--- src/rtl/led_counter_ctrl.sv ---
// ============================================================================
//  Module      : led_counter_ctrl
//  Description : Programmable clock divider driving an up/down LED counter.
//                A three-state controller (IDLE / RUN / HOLD) gates the
//                divider. Divider terminal value and count direction are
//                loaded through a valid/ready handshake, which is accepted
//                only while the counter is not running.
//  Revision    : 1.0 - initial release
// ============================================================================
`default_nettype none

module led_counter_ctrl #(
   parameter int                CNT_W       = 8,
   parameter int                DIV_W       = 17,
   parameter logic [DIV_W-1:0]  DEFAULT_DIV = 17'd99999
) (
   input  logic              clk,
   input  logic              rst,        // asynchronous, active-low
   input  logic              cfg_valid,
   output logic              cfg_ready,
   input  logic [DIV_W-1:0]  cfg_div,
   input  logic              cfg_dir,    // 1 = count up, 0 = count down
   input  logic              start,
   input  logic              stop,
   input  logic              clear,
   output logic              tick,
   output logic [CNT_W-1:0]  leds,
   output logic              wrap,
   output logic              running
);

   typedef enum logic [1:0] {
      IDLE = 2'd0,
      RUN  = 2'd1,
      HOLD = 2'd2
   } state_t;

   state_t             state_q,   state_d;
   logic [DIV_W-1:0]   div_cnt_q, div_cnt_d;
   logic [DIV_W-1:0]   div_reg_q, div_reg_d;
   logic               dir_reg_q, dir_reg_d;
   logic [CNT_W-1:0]   leds_q,    leds_d;
   logic               tick_q,    tick_d;
   logic               wrap_q,    wrap_d;
   logic               running_q, running_d;
   logic               cfg_xfer;

   // Configuration is only writable while the divider is not advancing
   assign cfg_ready = (state_q != RUN);
   assign cfg_xfer  = cfg_valid & cfg_ready;

   // Next-state and datapath: clear dominates, then stop, then start
   always_comb begin
      state_d   = state_q;
      div_cnt_d = div_cnt_q;
      div_reg_d = div_reg_q;
      dir_reg_d = dir_reg_q;
      leds_d    = leds_q;
      tick_d    = 1'b0;
      wrap_d    = 1'b0;

      if (clear) begin
         // Configuration registers survive a clear; only the run state resets
         state_d   = IDLE;
         div_cnt_d = '0;
         leds_d    = '0;
      end else begin
         case (state_q)
            RUN: begin
               if (stop) begin
                  // Pause: divider position is frozen so a later start resumes
                  state_d = HOLD;
               end else if (div_cnt_q == div_reg_q) begin
                  div_cnt_d = '0;
                  tick_d    = 1'b1;
                  if (dir_reg_q) begin
                     leds_d = leds_q + CNT_W'(1);
                     wrap_d = (leds_q == {CNT_W{1'b1}});
                  end else begin
                     leds_d = leds_q - CNT_W'(1);
                     wrap_d = (leds_q == '0);
                  end
               end else begin
                  div_cnt_d = div_cnt_q + DIV_W'(1);
               end
            end
            IDLE, HOLD: begin
               if (cfg_xfer) begin
                  div_reg_d = cfg_div;
                  dir_reg_d = cfg_dir;
                  div_cnt_d = '0;
               end
               if (start) begin
                  state_d = RUN;
                  // From IDLE a run always starts a fresh period; HOLD resumes
                  if (state_q == IDLE) begin
                     div_cnt_d = '0;
                  end
               end
            end
            default: begin
               state_d   = IDLE;
               div_cnt_d = '0;
            end
         endcase
      end

      running_d = (state_d == RUN);
   end

   // State register
   always_ff @(posedge clk or negedge rst) begin
      if (!rst) begin
         state_q <= IDLE;
      end else begin
         state_q <= state_d;
      end
   end

   // Datapath and registered outputs
   always_ff @(posedge clk or negedge rst) begin
      if (!rst) begin
         div_cnt_q <= '0;
         div_reg_q <= DEFAULT_DIV;
         dir_reg_q <= 1'b1;
         leds_q    <= '0;
         tick_q    <= 1'b0;
         wrap_q    <= 1'b0;
         running_q <= 1'b0;
      end else begin
         div_cnt_q <= div_cnt_d;
         div_reg_q <= div_reg_d;
         dir_reg_q <= dir_reg_d;
         leds_q    <= leds_d;
         tick_q    <= tick_d;
         wrap_q    <= wrap_d;
         running_q <= running_d;
      end
   end

   assign tick    = tick_q;
   assign leds    = leds_q;
   assign wrap    = wrap_q;
   assign running = running_q;

endmodule

`default_nettype wire

--- config.mk ---
export PLATFORM = sky130hd
export DESIGN_NAME = led_counter_ctrl
export DESIGN_NICKNAME = d
export VERILOG_FILES = /design/src/rtl/led_counter_ctrl.sv
export SDC_FILE = /design/constraint.sdc
export NUM_CORES = 1
export LEC_CHECK = 0
export BUFFER_PORTS_ARGS = -buffer_cell sky130_fd_sc_hd__buf_2
export CORE_ASPECT_RATIO = 1.25
export CORE_MARGIN = 3
export CORE_UTILIZATION = 62
export DETAILED_ROUTE_END_ITERATION = 7
export HOLD_SLACK_MARGIN = 0.08
export PLACE_DENSITY = 0.94
export REMOVE_ABC_BUFFERS = 1
export SYNTH_ARGS = -nofsm -noshare
export SYNTH_HDL_FRONTEND = slang
export SYNTH_SLANG_ARGS = --single-unit
--- constraint.sdc ---
create_clock -name clk -period 3.7 [get_ports clk]
set_clock_uncertainty 0.1 [all_clocks]
set_input_delay 0.74 -clock clk [delete_from_list [all_inputs] [get_ports clk]]
set_output_delay 0.74 -clock clk [all_outputs]
set_load 0.03 [all_outputs]
## After elaboration in Yosys (flattened, before gate mapping)

Index checks and enable logic that the tools add are counted.

- Flip-flop bits (word level): 48
- Logic and storage cells: 53
- Output and inout bits: 12
- Memories kept: 0
- Latch bits: 0
- Bits in read-only memories: 0
- RAM bits: 0

- Reduce and logical (&&, ||, !) cells: 7
- Divide/modulo/power cells: 0
- Magnitude comparators: 0
- Bitwise operators: 2
- Mux-type cells: 25
- Eq/ne operators: 8
- Multipliers: 0
- Shift-type cells: 0
- Add/subtract/negate cells: 3

Operators with widths:

| cell | number |
|---|---|
| 17-bit 2-to-1 mux | 6 |
| 8-bit 2-to-1 mux | 5 |
| 17-bit one-hot mux with 2 select lines | 1 |
| 17-bit by 1-bit adder with 17-bit output, second input constant | 1 |
| 17-bit equality test | 1 |
| 1-bit 2-to-1 mux | 9 |
| 8-bit by 1-bit adder with 8-bit output, second input constant | 1 |
| 8-bit equality test, second input constant | 1 |
| 8-bit zero test | 1 |
| 8-bit by 1-bit subtractor with 8-bit output, second input constant | 1 |
| 2-bit 2-to-1 mux | 3 |
| 3-bit AND reduction | 2 |
| 2-bit by 1-bit equality test with 1-bit output, second input constant | 2 |
| 2-bit by 1-bit != test with 1-bit output, second input constant | 2 |
| 2-bit one-hot mux with 2 select lines | 1 |
| 2-bit nonzero test | 2 |
| 3-bit != test, second input constant | 1 |
| 2-bit equality test, second input constant | 1 |
| 2-bit zero test | 1 |
| 2-bit OR reduction | 1 |
| 1-bit bitwise AND | 1 |
| 1-bit NOT | 1 |

## Depth between registers and ports, before layout

Gate-level depths: netlist of run 1.

- Depth in word-level cells: 7
- Depth in mapped cells: 8

## Least setup slack after synthesis of run 1

Ideal clock, no wire load.

- Kind: reg-to-reg
- Start point: register dir_reg_q
- End point: register leds_q[6] (netlist: leds[6])
- Clock period less this slack: 2.316 ns
- Cell stages (with the launch flop): 9
- Library setup time: 0.074 ns
- Setup slack: 1.384 ns
- Data arrival time: 2.142 ns
- Path buffers: 0
- Path through: dfstp_2 > inv_1 > ha_1 > nor2b_1 > o31a_1 > o21a_1 > o21ai_0 > or3b_1 > a21oi_2

- Cells in the longest elaborated chain, start to end: 5

RTL lines:

| element | RTL line | RTL |
|---|---|---|
| from (decl) | 41 | `logic dir_reg_q, dir_reg_d;` |
| from (signal assigned) | 133 | `dir_reg_q <= dir_reg_d;` |
| 8-bit 2-to-1 mux | 76 | `if (dir_reg_q) begin` |
| 8-bit 2-to-1 mux | 73 | `end else if (div_cnt_q == div_reg_q) begin` |
| 8-bit 2-to-1 mux | 70 | `if (stop) begin` |
| 8-bit 2-to-1 mux | 68 | `case (state_q)` |
| 8-bit 2-to-1 mux | 62 | `if (clear) begin` |
| to (signal assigned) | 134 | `leds_q <= leds_d;` |
| to (decl) | 42 | `logic [CNT_W-1:0] leds_q, leds_d;` |

Every way passes these cells. The select of a mux whose other input is x is not followed.
A chain may end at the register's enable or synchronous reset.

## Worst setup path after layout of run 1

- Start point: register dir_reg_q
- End point: register leds_q[7] (netlist: leds[7])

The elaborated chain is that of the path after synthesis.

==> qor.yml, run 1 <==
outcome:
  status: "finished, final reports clean"
cells_and_area:
  final_cell_area_sq_um: 3097
  nFillCells: 312
  insertedDiodeCount: 0
  regArea_sq_um: 1215
  final_cells: 359
  area_delta_synth_final_pct: 10.54
  multi_input_area_sq_um: 1466
  nets: 334
  drive_gt1_frac: 0.2970
critical_path:
  crit_top_cell: "a21oi_1"
  path_delay_family: "compound AO/OA/AOI/OAI gates"
  r2r_slack_ns: 1.17
  path_cells: "inv_1, ha_1, a21oi_1, o211ai_1, o41ai_1, xnor2_1, or3_1, a21oi_1"
  critPathCaptureType: "register"
  start_kind: "register"
  crit_type: "reg -> reg"
  timing.critical_path.buf_inv: 1
  critPathMaxStageDelay_ns: 0.59
  cp_data_arrival_time_ns: 2.65
  required_ns: 3.82
  cp_slowest_cell: "dfstp_2"
  critPathMaxFanout: 7
sta:
  clock.fmax_mhz: 395.3
  period_share: 0.6837
  worst_hold_slack_ns: 0.4300
  setup_viol: 0
  setup_tns_ns: 0
  rsz0062_at_grt: "no"
  final-hold-violation-count: 0
  slew_viol_final: 0
  maxSlewHeadroom: 0.3143
  worstMarginPinSlew_ns: 1.029
  min_period_ns: 2.530
clocking:
  clock_latency_ns: 0.30
  cts_root_buffer: "clkbuf_8"
  htree_levels: 2
  postCtsResizedCells: 0
  clkSlewWorstSetupHoldPaths_ns: 0.09
  cts_setup_buffers: 0
  cts_buffers: 5
  tritoncts: "done"
  hold_buffers: 0
  clockBufferDepth: 2
  clkSinkCount: 48
synth:
  synth_top_area_frac: 0.3305
  dominantRegCellSynth: "dfrtp_1"
  synth_edf_count: 0
  yosys_warnings: 0
  ys_async_sr_fraction: 1.000
  synth_cell_types: 54
  synth_top_area_cell: "dfrtp_1"
  syn_area_per_cell_sq_um: 10.38
  synth-seq-cells: 48
  yosysSeqAreaShare: 0.4337
  syn_inst: 270
  yosys.cell_count.top_type: "dfrtp_1"
  ys_top_cells_by_area: "dfrtp_1 (33%), dfstp_2 (10%), mux2_2 (7.6%)"
  synth_common_cells: "dfrtp_1 (37), a21oi_1 (24), mux2_2 (19), nor2_1 (18), xnor2_1 (18)"
  syn-cell-area_sq_um: 2801
detailed_routing:
  drtPass1Iterations: 4
  drc: 0
  dr_total_vias: 2207
  via_per_inst: 6.148
  drt_iter0_markers: 133
  routed_wl_microns: 5957
  post_drt_wl_per_cell_microns: 16.59
  ant_nets: 0
global_route:
  grt_pass1_wl_microns: 10010
  global_route.usage.total: 0.2447
  grt_pass1_vias: 2192
  overflow: 0
  grt_max_degree: 49
  antenna_found_initial: 0
floorplan:
  die_height_microns: 81.16
  core_sq_um: 4229
  io_pins: 36
  num_rows: 26
  start_util: 0.6624
  dieArea_sq_um: 5366
  fp.dieW_microns: 66.12
power:
  cellPowerDensity_nw_per_um2: 388.5
  p_leak_nw: 1.348
  p_total_mw: 1.203
  ir_drop_uv: 259.0
placed_design:
  placed_area_sq_um: 2975
  dp_hpwl_microns: 4436
  place.gp.congestion: 0.8732
  dp.cells: 351
  io_buffers: 35
worst_hold_path:
  holdCritPathClass: "reg -> reg"
flow_run:
  maxCapViolCount: 0
-- area by class of cell --
type,count,area share
inverter,11,0.01333
clock inverter,2,0.01253
timing repair buffer,36,0.05899
multi-input combinational,200,0.4735
sequential,48,0.3923
tap,56,0.02263
clock buffer,6,0.02667
-- where the power goes --
group	switching, mW	internal [mW]	total [mW]	leakage, nW
Combinational	0.0991	0.0976	0.197	0.671
Clock	0.172	0.221	0.393	0.0614
Sequential	0.0328	0.581	0.613	0.615
-- per-layer routing --
metal  GRT usage  vias to the layer above  part of all wire  wire length, microns
met2      0.4350                       75              0.53                  3164
li1            -                     1031                 -                     -
met3     0.05118                       26             0.046                   275
met4      0.1138                        0             0.037                   223
met5           0                        -                 0                     0
met1      0.2774                     1075              0.39                  2294
-- cell families (layout without fill, tap and decap cells) --
| group | Yosys count | count (layout) | synth area share |
|---|---|---|---|
| compound gates | 52 | 52 | 0.1130 |
| xor+xnor | 22 | 22 | 0.07816 |
| fa+ha+maj | 8 | 8 | 0.03841 |
| buf+inv | 22 | 55 | 0.04466 |
| flops | 48 | 48 | 0.4337 |
| mux | 29 | 29 | 0.1121 |
| simple gates | 89 | 89 | 0.1800 |
-- cell usage in the layout (no fill, tap or decap), types with 3 or more instances in the layout --
cell      instances
dfrtp_1          37
buf_2            35
a21oi_1          24
mux2_2           19
nor2_1           18
xnor2_1          18
nand2_1          15
nand3_1          12
nand4_1          11
dfstp_2          11
mux2i_1          10
o21ai_0          10
inv_1             9
nor3_1            7
ha_1              7
clkbuf_8          6
and2_1            4
o21a_1            3
a211oi_1          3
-- flip-flops by register name, summed over array words and instances, names as in the netlist --
register and cells:
running 1, state_q 2, wrap 1, div_reg_q 17
tick 1, dir_reg_q 1, leds 8, div_cnt_q 17
-- worst reg2reg max path, cell delays in order (launching register included) --
cell      delay [ns]
dfstp_2         0.59
inv_1           0.15
ha_1            0.31
a21oi_1         0.20
o211ai_1        0.14
o41ai_1         0.37
xnor2_1         0.13
or3_1           0.31
a21oi_1         0.15
-- path summary, 6_finish.rpt --
path                                      end     startpoint  cells after the start
min in group asynchronous       div_cnt_q[10]            rst                      1
max in group asynchronous             leds[5]            rst                      1
worst min-delay path            div_cnt_q[15]  div_cnt_q[15]                      1
worst min register to register  div_cnt_q[15]  div_cnt_q[15]                      1
worst max-delay path                  leds[7]      dir_reg_q                      8
worst max register to register        leds[7]      dir_reg_q                      8
-- through the flow --
| stage | setup WS (ns) | utilization |
|---|---|---|
| after CTS | 1.164 | 0.7322 |
| after global placement | 1.275 | 0.7036 |
| after detailed placement | 1.160 | 0.7036 |
| final | 1.170 | 0.7322 |
| after global routing | 1.051 | 0.7322 |
| after floorplan | 0.9220 | - |
Note: power is estimated with default switching activity, not from simulation.
==> inputs of run 2 (changes only) <==
--- a/config.mk
+++ b/config.mk
@@ -8,10 +8,10 @@
 export BUFFER_PORTS_ARGS = -buffer_cell sky130_fd_sc_hd__buf_2
 export CORE_ASPECT_RATIO = 1.25
 export CORE_MARGIN = 3
-export CORE_UTILIZATION = 62
+export CORE_UTILIZATION = 52
 export DETAILED_ROUTE_END_ITERATION = 7
 export HOLD_SLACK_MARGIN = 0.08
-export PLACE_DENSITY = 0.94
+export PLACE_DENSITY = 0.85
 export REMOVE_ABC_BUFFERS = 1
 export SYNTH_ARGS = -nofsm -noshare
 export SYNTH_HDL_FRONTEND = slang
==> constraint.sdc (replaced) <==
create_clock -name clk -period 2.3 [get_ports clk]
set_clock_uncertainty 0.1 [all_clocks]
set_input_delay 0.46 -clock clk [delete_from_list [all_inputs] [get_ports clk]]
set_output_delay 0.46 -clock clk [all_outputs]
set_load 0.03 [all_outputs]
==> run 2 against run 1 <==
Effect of this change:
- the flow now finishes with violations (negative setup slack)
- core utilization shrank 9.9 points
- clock-buffer cell count is the same
- sequential share of layout area is 2.0 points lower
- critical path depth stayed put
- power grew 54%
- die area rose by 18%
- final cell count increased by 6.7%
- clock power rose by 31%
- combinational power grew 79%
- global-route usage fell by 4.3 points
- largest power group unchanged
- highest routed layer unchanged
==> qor.yml, run 2 (synthesis gave the netlist of run 1 again) <==
outcome:
  status: "finished, violations left"
  violations: "negative setup slack"
sta:
  clock.fmax_mhz: 433.7  # +9.7%
  final-hold-violation-count: 0  # unchanged
  setup_viol: 2  # +2
  period_share: 1.002  # +0.3187
  min_period_ns: 2.306  # -0.2242 ns
  setup_ws_ns: -0.005525  # -1.176 ns
  worst_hold_slack_ns: 0.2868  # -0.1432 ns
  worstMarginPinSlew_ns: 0.5944  # -0.4342 ns
  maxSlewHeadroom: 0.6037  # +0.2894
  setup_tns_ns: -0.006975  # -0.006975 ns
  rsz0062_at_grt: "yes"
  slew_viol_final: 0  # unchanged
cells_and_area:
  nets: 352  # +5.4%
  area_delta_synth_final_pct: 16.44
  drive_gt1_frac: 0.3427  # +0.04565
  final_util: 0.6331  # -0.09918
  insertedDiodeCount: 0  # unchanged
  nFillCells: 428  # +37%
  final_cell_mix: "dfrtp_1 (37), buf_2 (35), a21oi_1 (23)"
  final_common_cell: "dfrtp_1"
worst_hold_path:
  hp-start: "cfg_div[2]"
  holdCritPathClass: "in -> reg"
power:
  p_leak_nw: 1.442  # +7.0%
  p_total_mw: 1.852  # +54%
  ir_drop_uv: 299.5  # +16%
  cellPowerDensity_nw_per_um2: 567.8  # +46%
floorplan:
  start_util: 0.5437  # -0.1187
  die_height_microns: 88.06  # +8.5%
  io_pins: 36  # unchanged
  fp.dieW_microns: 71.65  # +8.4%
  core_sq_um: 5152  # +22%
  dieArea_sq_um: 6310  # +18%
  num_rows: 29  # +12%
critical_path:
  critPathCaptureType: "register"
  required_ns: 2.44  # -1.38 ns
  start_kind: "register"
  reg2reg_from: "dir_reg_q"
  cp_data_arrival_time_ns: 2.44  # -0.21 ns
  crit_type: "reg -> reg"
  critPathMaxFanout: 6  # -1
  worstSetupStartpoint: "dir_reg_q"
detailed_routing:
  post_drt_wl_per_cell_microns: 15.71  # -5.3%
  ant_nets: 0  # unchanged
  via_per_inst: 5.833  # -5.1%
  drtPass1Iterations: 4  # unchanged
  dr_total_vias: 2234  # +1.2%
  drt_iter0_markers: 260  # +95%
  routed_wl_microns: 6018  # +1.0%
  drc: 0  # unchanged
global_route:
  grt_max_degree: 26  # -47%
  grt_pass1_vias: 2209  # +0.78%
  overflow: 0  # unchanged
  grt_pass1_wl_microns: 10070  # +0.62%
  antenna_found_initial: 0  # unchanged
  global_route.usage.total: 0.2018  # -0.04283
clocking:
  clock_latency_ns: 0.30  # about the same
  htree_levels: 2  # unchanged
  clkSinkCount: 48  # unchanged
  clockBufferDepth: 2  # unchanged
  clkSlewWorstSetupHoldPaths_ns: 0.09  # about the same
  tritoncts: "done"
  cts_buffers: 5  # unchanged
  cts_root_buffer: "clkbuf_8"
flow_run:
  maxCapViolCount: 0  # unchanged
placed_design:
  dpl_worst_slack_ns: -0.01414  # -1.174 ns
  io_buffers: 35  # unchanged
  place.gp.congestion: 0.8710  # -0.25%
  dp_hpwl_microns: 4446  # +0.24%
## run 2: cell type report
class                   count  area (sq um)  area share
clock buffers               6         82.58     0.02532
clock inverters             2         10.01    0.003069
inverters                  11         41.29     0.01266
multi-input cells         200          1490      0.4568
flip-flops and latches     48          1215      0.3725
well taps                  62         77.57     0.02378
repair buffers             54         345.3      0.1059
## run 2: critical path: stages (launching register included)
cell	delay, ns
dfstp_2	0.54
inv_1	0.11
ha_1	0.37
o21a_1	0.19
o31a_1	0.11
o21a_1	0.18
o21ai_0	0.13
or3b_1	0.37
a21oi_2	0.13
## run 2: worst paths after layout
kind | end | slack (ns) | depth (start not counted)
min in group asynchronous | div_reg_q[8] | 0.60 | 2
hold reg to reg | div_cnt_q[15] | 0.43 | 1
setup / recovery | leds[6] | -0.006 | 8
hold / removal | div_reg_q[2] | 0.29 | 2
max in group asynchronous | dir_reg_q | 0.90 | 3
setup reg to reg | leds[6] | -0.006 | 8
## run 2: per-layer routing
| metal | vias to the layer above | global-route usage | part of all wire |
|---|---|---|---|
| li1 | 1064 | - | - |
| met1 | 1091 | 0.2381 | 0.39 |
| met2 | 70 | 0.3662 | 0.54 |
| met3 | 9 | 0.03674 | 0.053 |
| met4 | 0 | 0.07009 | 0.013 |
| met5 | - | 0 | 0 |
## run 2: stage by stage
| stage | cell area, sq um | std cells |
|---|---|---|
| after CTS | 3243 | 381 |
| after global routing | 3262 | 383 |
| after global placement | 3120 | 372 |
| final | 3262 | 383 |
| after detailed placement | 3120 | 372 |
| after floorplan | 2718 | 259 |
## run 2: report_power, final
part | internal [mW] | switching (mW) | total (mW) | leakage (nW)
sequential | 0.934 | 0.0485 | 0.982 | 0.615
combinational | 0.184 | 0.169 | 0.353 | 0.776
clock | 0.240 | 0.276 | 0.516 | 0.0510
## run 2: repair_timing
action / CTS / global route
hold buffers: 1 / 0
setup endpoints to repair: 2 / 3
buffers inserted: 0 / 2
pin swaps: 0 / 1
resized for setup: 2 / 1
endpoints found under the hold margin: 16 / 0
==> inputs of run 3 (changes only) <==
--- a/config.mk
+++ b/config.mk
@@ -10,6 +10,7 @@
 export CORE_MARGIN = 3
 export CORE_UTILIZATION = 52
 export DETAILED_ROUTE_END_ITERATION = 7
+export GPL_TIMING_DRIVEN = 0
 export HOLD_SLACK_MARGIN = 0.08
 export PLACE_DENSITY = 0.85
 export REMOVE_ABC_BUFFERS = 1
==> run 3 against run 2 <==
Effect of this change:
- final cell count decreased by 4.4%
- clock-buffer cell count is 2 higher
- die area unchanged
- sequential share of layout area grew 1.4 points
- combinational power shrank 5.7%
- global-route usage increased by 0.13 points
- power rose by 0.89%
- setup slack gained 0.015 ns
- non-clock buffer count fell by 17
- the flow now finishes without violations
- wire length down 3.3%
- critical path depth did not move
==> qor.yml, run 3 (synthesis gave the netlist of run 1 again) <==
outcome:
  status: "finished, final reports clean"
flow_run:
  maxCapViolCount: 0  # unchanged
power:
  clkPwrFrac: 0.294  # +0.015
  p_leak_nw: 1.349  # -6.5%
  intPower_mw: 1.376  # +1.3%
  p_sw_frac: 0.2636  # -0.003192
  ir_drop_uv: 288.9  # -3.6%
  switchingPower_mw: 0.4925  # -0.32%
  comb_power_share: 0.178  # -0.013
  cellPowerDensity_nw_per_um2: 594.2  # +4.7%
  p_seq_frac: 0.527  # -0.003
sta:
  slew_viol_final: 0  # unchanged
  period_share: 0.9959  # -0.006536
  min_period_ns: 2.290  # -0.01503 ns
  maxSlewHeadroom: 0.2969  # -0.3068
  clock.fmax_mhz: 436.6  # +0.66%
  setup_tns_ns: 0  # +0.006975 ns
  worstMarginPinSlew_ns: 1.055  # +0.4602 ns
  final-hold-violation-count: 0  # unchanged
  rsz0062_at_grt: "yes"
  setup_viol: 0  # -2
floorplan:
  io_pins: 36  # unchanged
  core_sq_um: 5152  # unchanged
  die_height_microns: 88.06  # unchanged
  start_util: 0.5437  # unchanged
  fp.dieW_microns: 71.65  # unchanged
  num_rows: 29  # unchanged
  dieArea_sq_um: 6310  # unchanged
placed_design:
  dp_hpwl_microns: 4241  # -4.6%
  io_buffers: 35  # unchanged
  place.gp.congestion: 0.8644  # -0.76%
clocking:
  tritoncts: "done"
  htree_levels: 2  # unchanged
  cts_buffers: 5  # unchanged
  hold_buffers: 0  # -1
  clkSlewWorstSetupHoldPaths_ns: 0.09  # about the same
  clkSinkCount: 48  # unchanged
  clock_latency_ns: 0.30  # about the same
  cts_root_buffer: "clkbuf_8"
  clockBufferDepth: 2  # unchanged
detailed_routing:
  drtPass1Iterations: 4  # unchanged
  via_per_inst: 5.962  # +2.2%
  ant_nets: 0  # unchanged
  routed_wl_microns: 5817  # -3.3%
  post_drt_wl_per_cell_microns: 15.89  # +1.1%
  dr_total_vias: 2182  # -2.3%
  drt_iter0_markers: 151  # -42%
  drc: 0  # unchanged
cells_and_area:
  drive_gt1_frac: 0.3289  # -0.01373
  final_cell_mix: "dfrtp_1 (36), buf_2 (35), a21oi_1 (22)"
  insertedDiodeCount: 0  # unchanged
  final_util: 0.6102  # -0.02283
  area_delta_synth_final_pct: 12.24
  final_common_cell: "dfrtp_1"
  nets: 335  # -4.8%
critical_path:
  required_ns: 2.43  # about the same
  start_kind: "register"
  critPathMaxFanout: 7  # +1
  crit_type: "reg -> reg"
  cp_data_arrival_time_ns: 2.43  # about the same
  critPathCaptureType: "register"
global_route:
  antenna_found_initial: 0  # unchanged
  grt_max_degree: 49  # +88%
  grt_pass1_vias: 2244  # +1.6%
  global_route.usage.total: 0.2031  # +0.001255
  grt_pass1_wl_microns: 10130  # +0.62%
  overflow: 0  # unchanged
worst_hold_path:
  holdCritPathClass: "in -> async"
[run 3: cell types whose count changed in the layout (fill, tap and decap cells not counted), sizes merged]
| cell | before | now |
|---|---|---|
| clkinv | 2 | 0 |
| dlygate4sd3 | 1 | 0 |
| buf | 53 | 37 |
| clkbuf | 6 | 8 |
[run 3: critical path, cell delays in order (launching register included)]
cell      delay [ns]
dfstp_2         0.57
inv_4           0.06
ha_1            0.29
a21oi_2         0.18
o211ai_1        0.16
o41ai_2         0.27
xnor2_1         0.12
or3_1           0.33
a21oi_2         0.14
[run 3: worst paths after layout]
path / cells past startpoint / slack (ns) / to / from
max: 8 / 0.01 / leds[7] / dir_reg_q
min: 1 / 0.24 / div_reg_q[5] / rst
max reg2reg: 8 / 0.01 / leds[7] / dir_reg_q
min reg2reg: 1 / 0.43 / div_reg_q[14] / div_reg_q[14]
max in group asynchronous: 1 / 1.13 / div_cnt_q[2] / rst
min in group clk: 3 / 0.27 / dir_reg_q / cfg_dir
[run 3: per-stage QoR]
stage | instance area, sq um | hold WS (ns) | worst slack, ns | power (mW) | cells
after detailed placement | 2987 | 0.4165 | -0.2266 | 1.322 | 357
after global placement | 2970 | 0.4135 | -1.193 | 1.298 | 356
after CTS | 3114 | 0.2585 | 0.003472 | 1.886 | 366
final | 3144 | 0.2400 | 0.009508 | 1.868 | 366
after floorplan | 2718 | 0.06441 | -0.1980 | 1.220 | 259
after global routing | 3144 | 0.2791 | -0.05579 | 1.975 | 366
[run 3: final cells by class]
type	instances	area [sq um]
Sequential cell	48	1216
Timing Repair Buffer	37	193.9
Multi-Input combinational cell	200	1513
Tap cell	62	77.57
Clock buffer	8	100.1
Fill cell	434	2008
Inverter	11	43.79
[run 3: repair_timing]
item / CTS / global route
endpoints found under the setup margin: 2 / 2
gates resized for setup: 3 / 10
buffers inserted: 1 / 0
endpoints found under the hold margin: 0 / 0
[run 3: power groups by stage]
stage | Combinational (mW) | Clock, mW | Sequential [mW]
floorplan | 0.227 | 0 | 0.993
global placement | 0.299 | 0 | 1.00
detailed placement | 0.317 | 0 | 1.01
CTS | 0.332 | 0.568 | 0.986
global route | 0.374 | 0.604 | 0.996
finish | 0.333 | 0.550 | 0.985
[run 3: metal layers]
layer  part of all wire  GRT usage  vias to the layer above
met5                  0          0                        -
met4              0.021    0.09060                        0
met3              0.055    0.03559                       12
met2               0.54     0.3645                       93
met1               0.38     0.2354                     1038
li1                   -          -                     1039
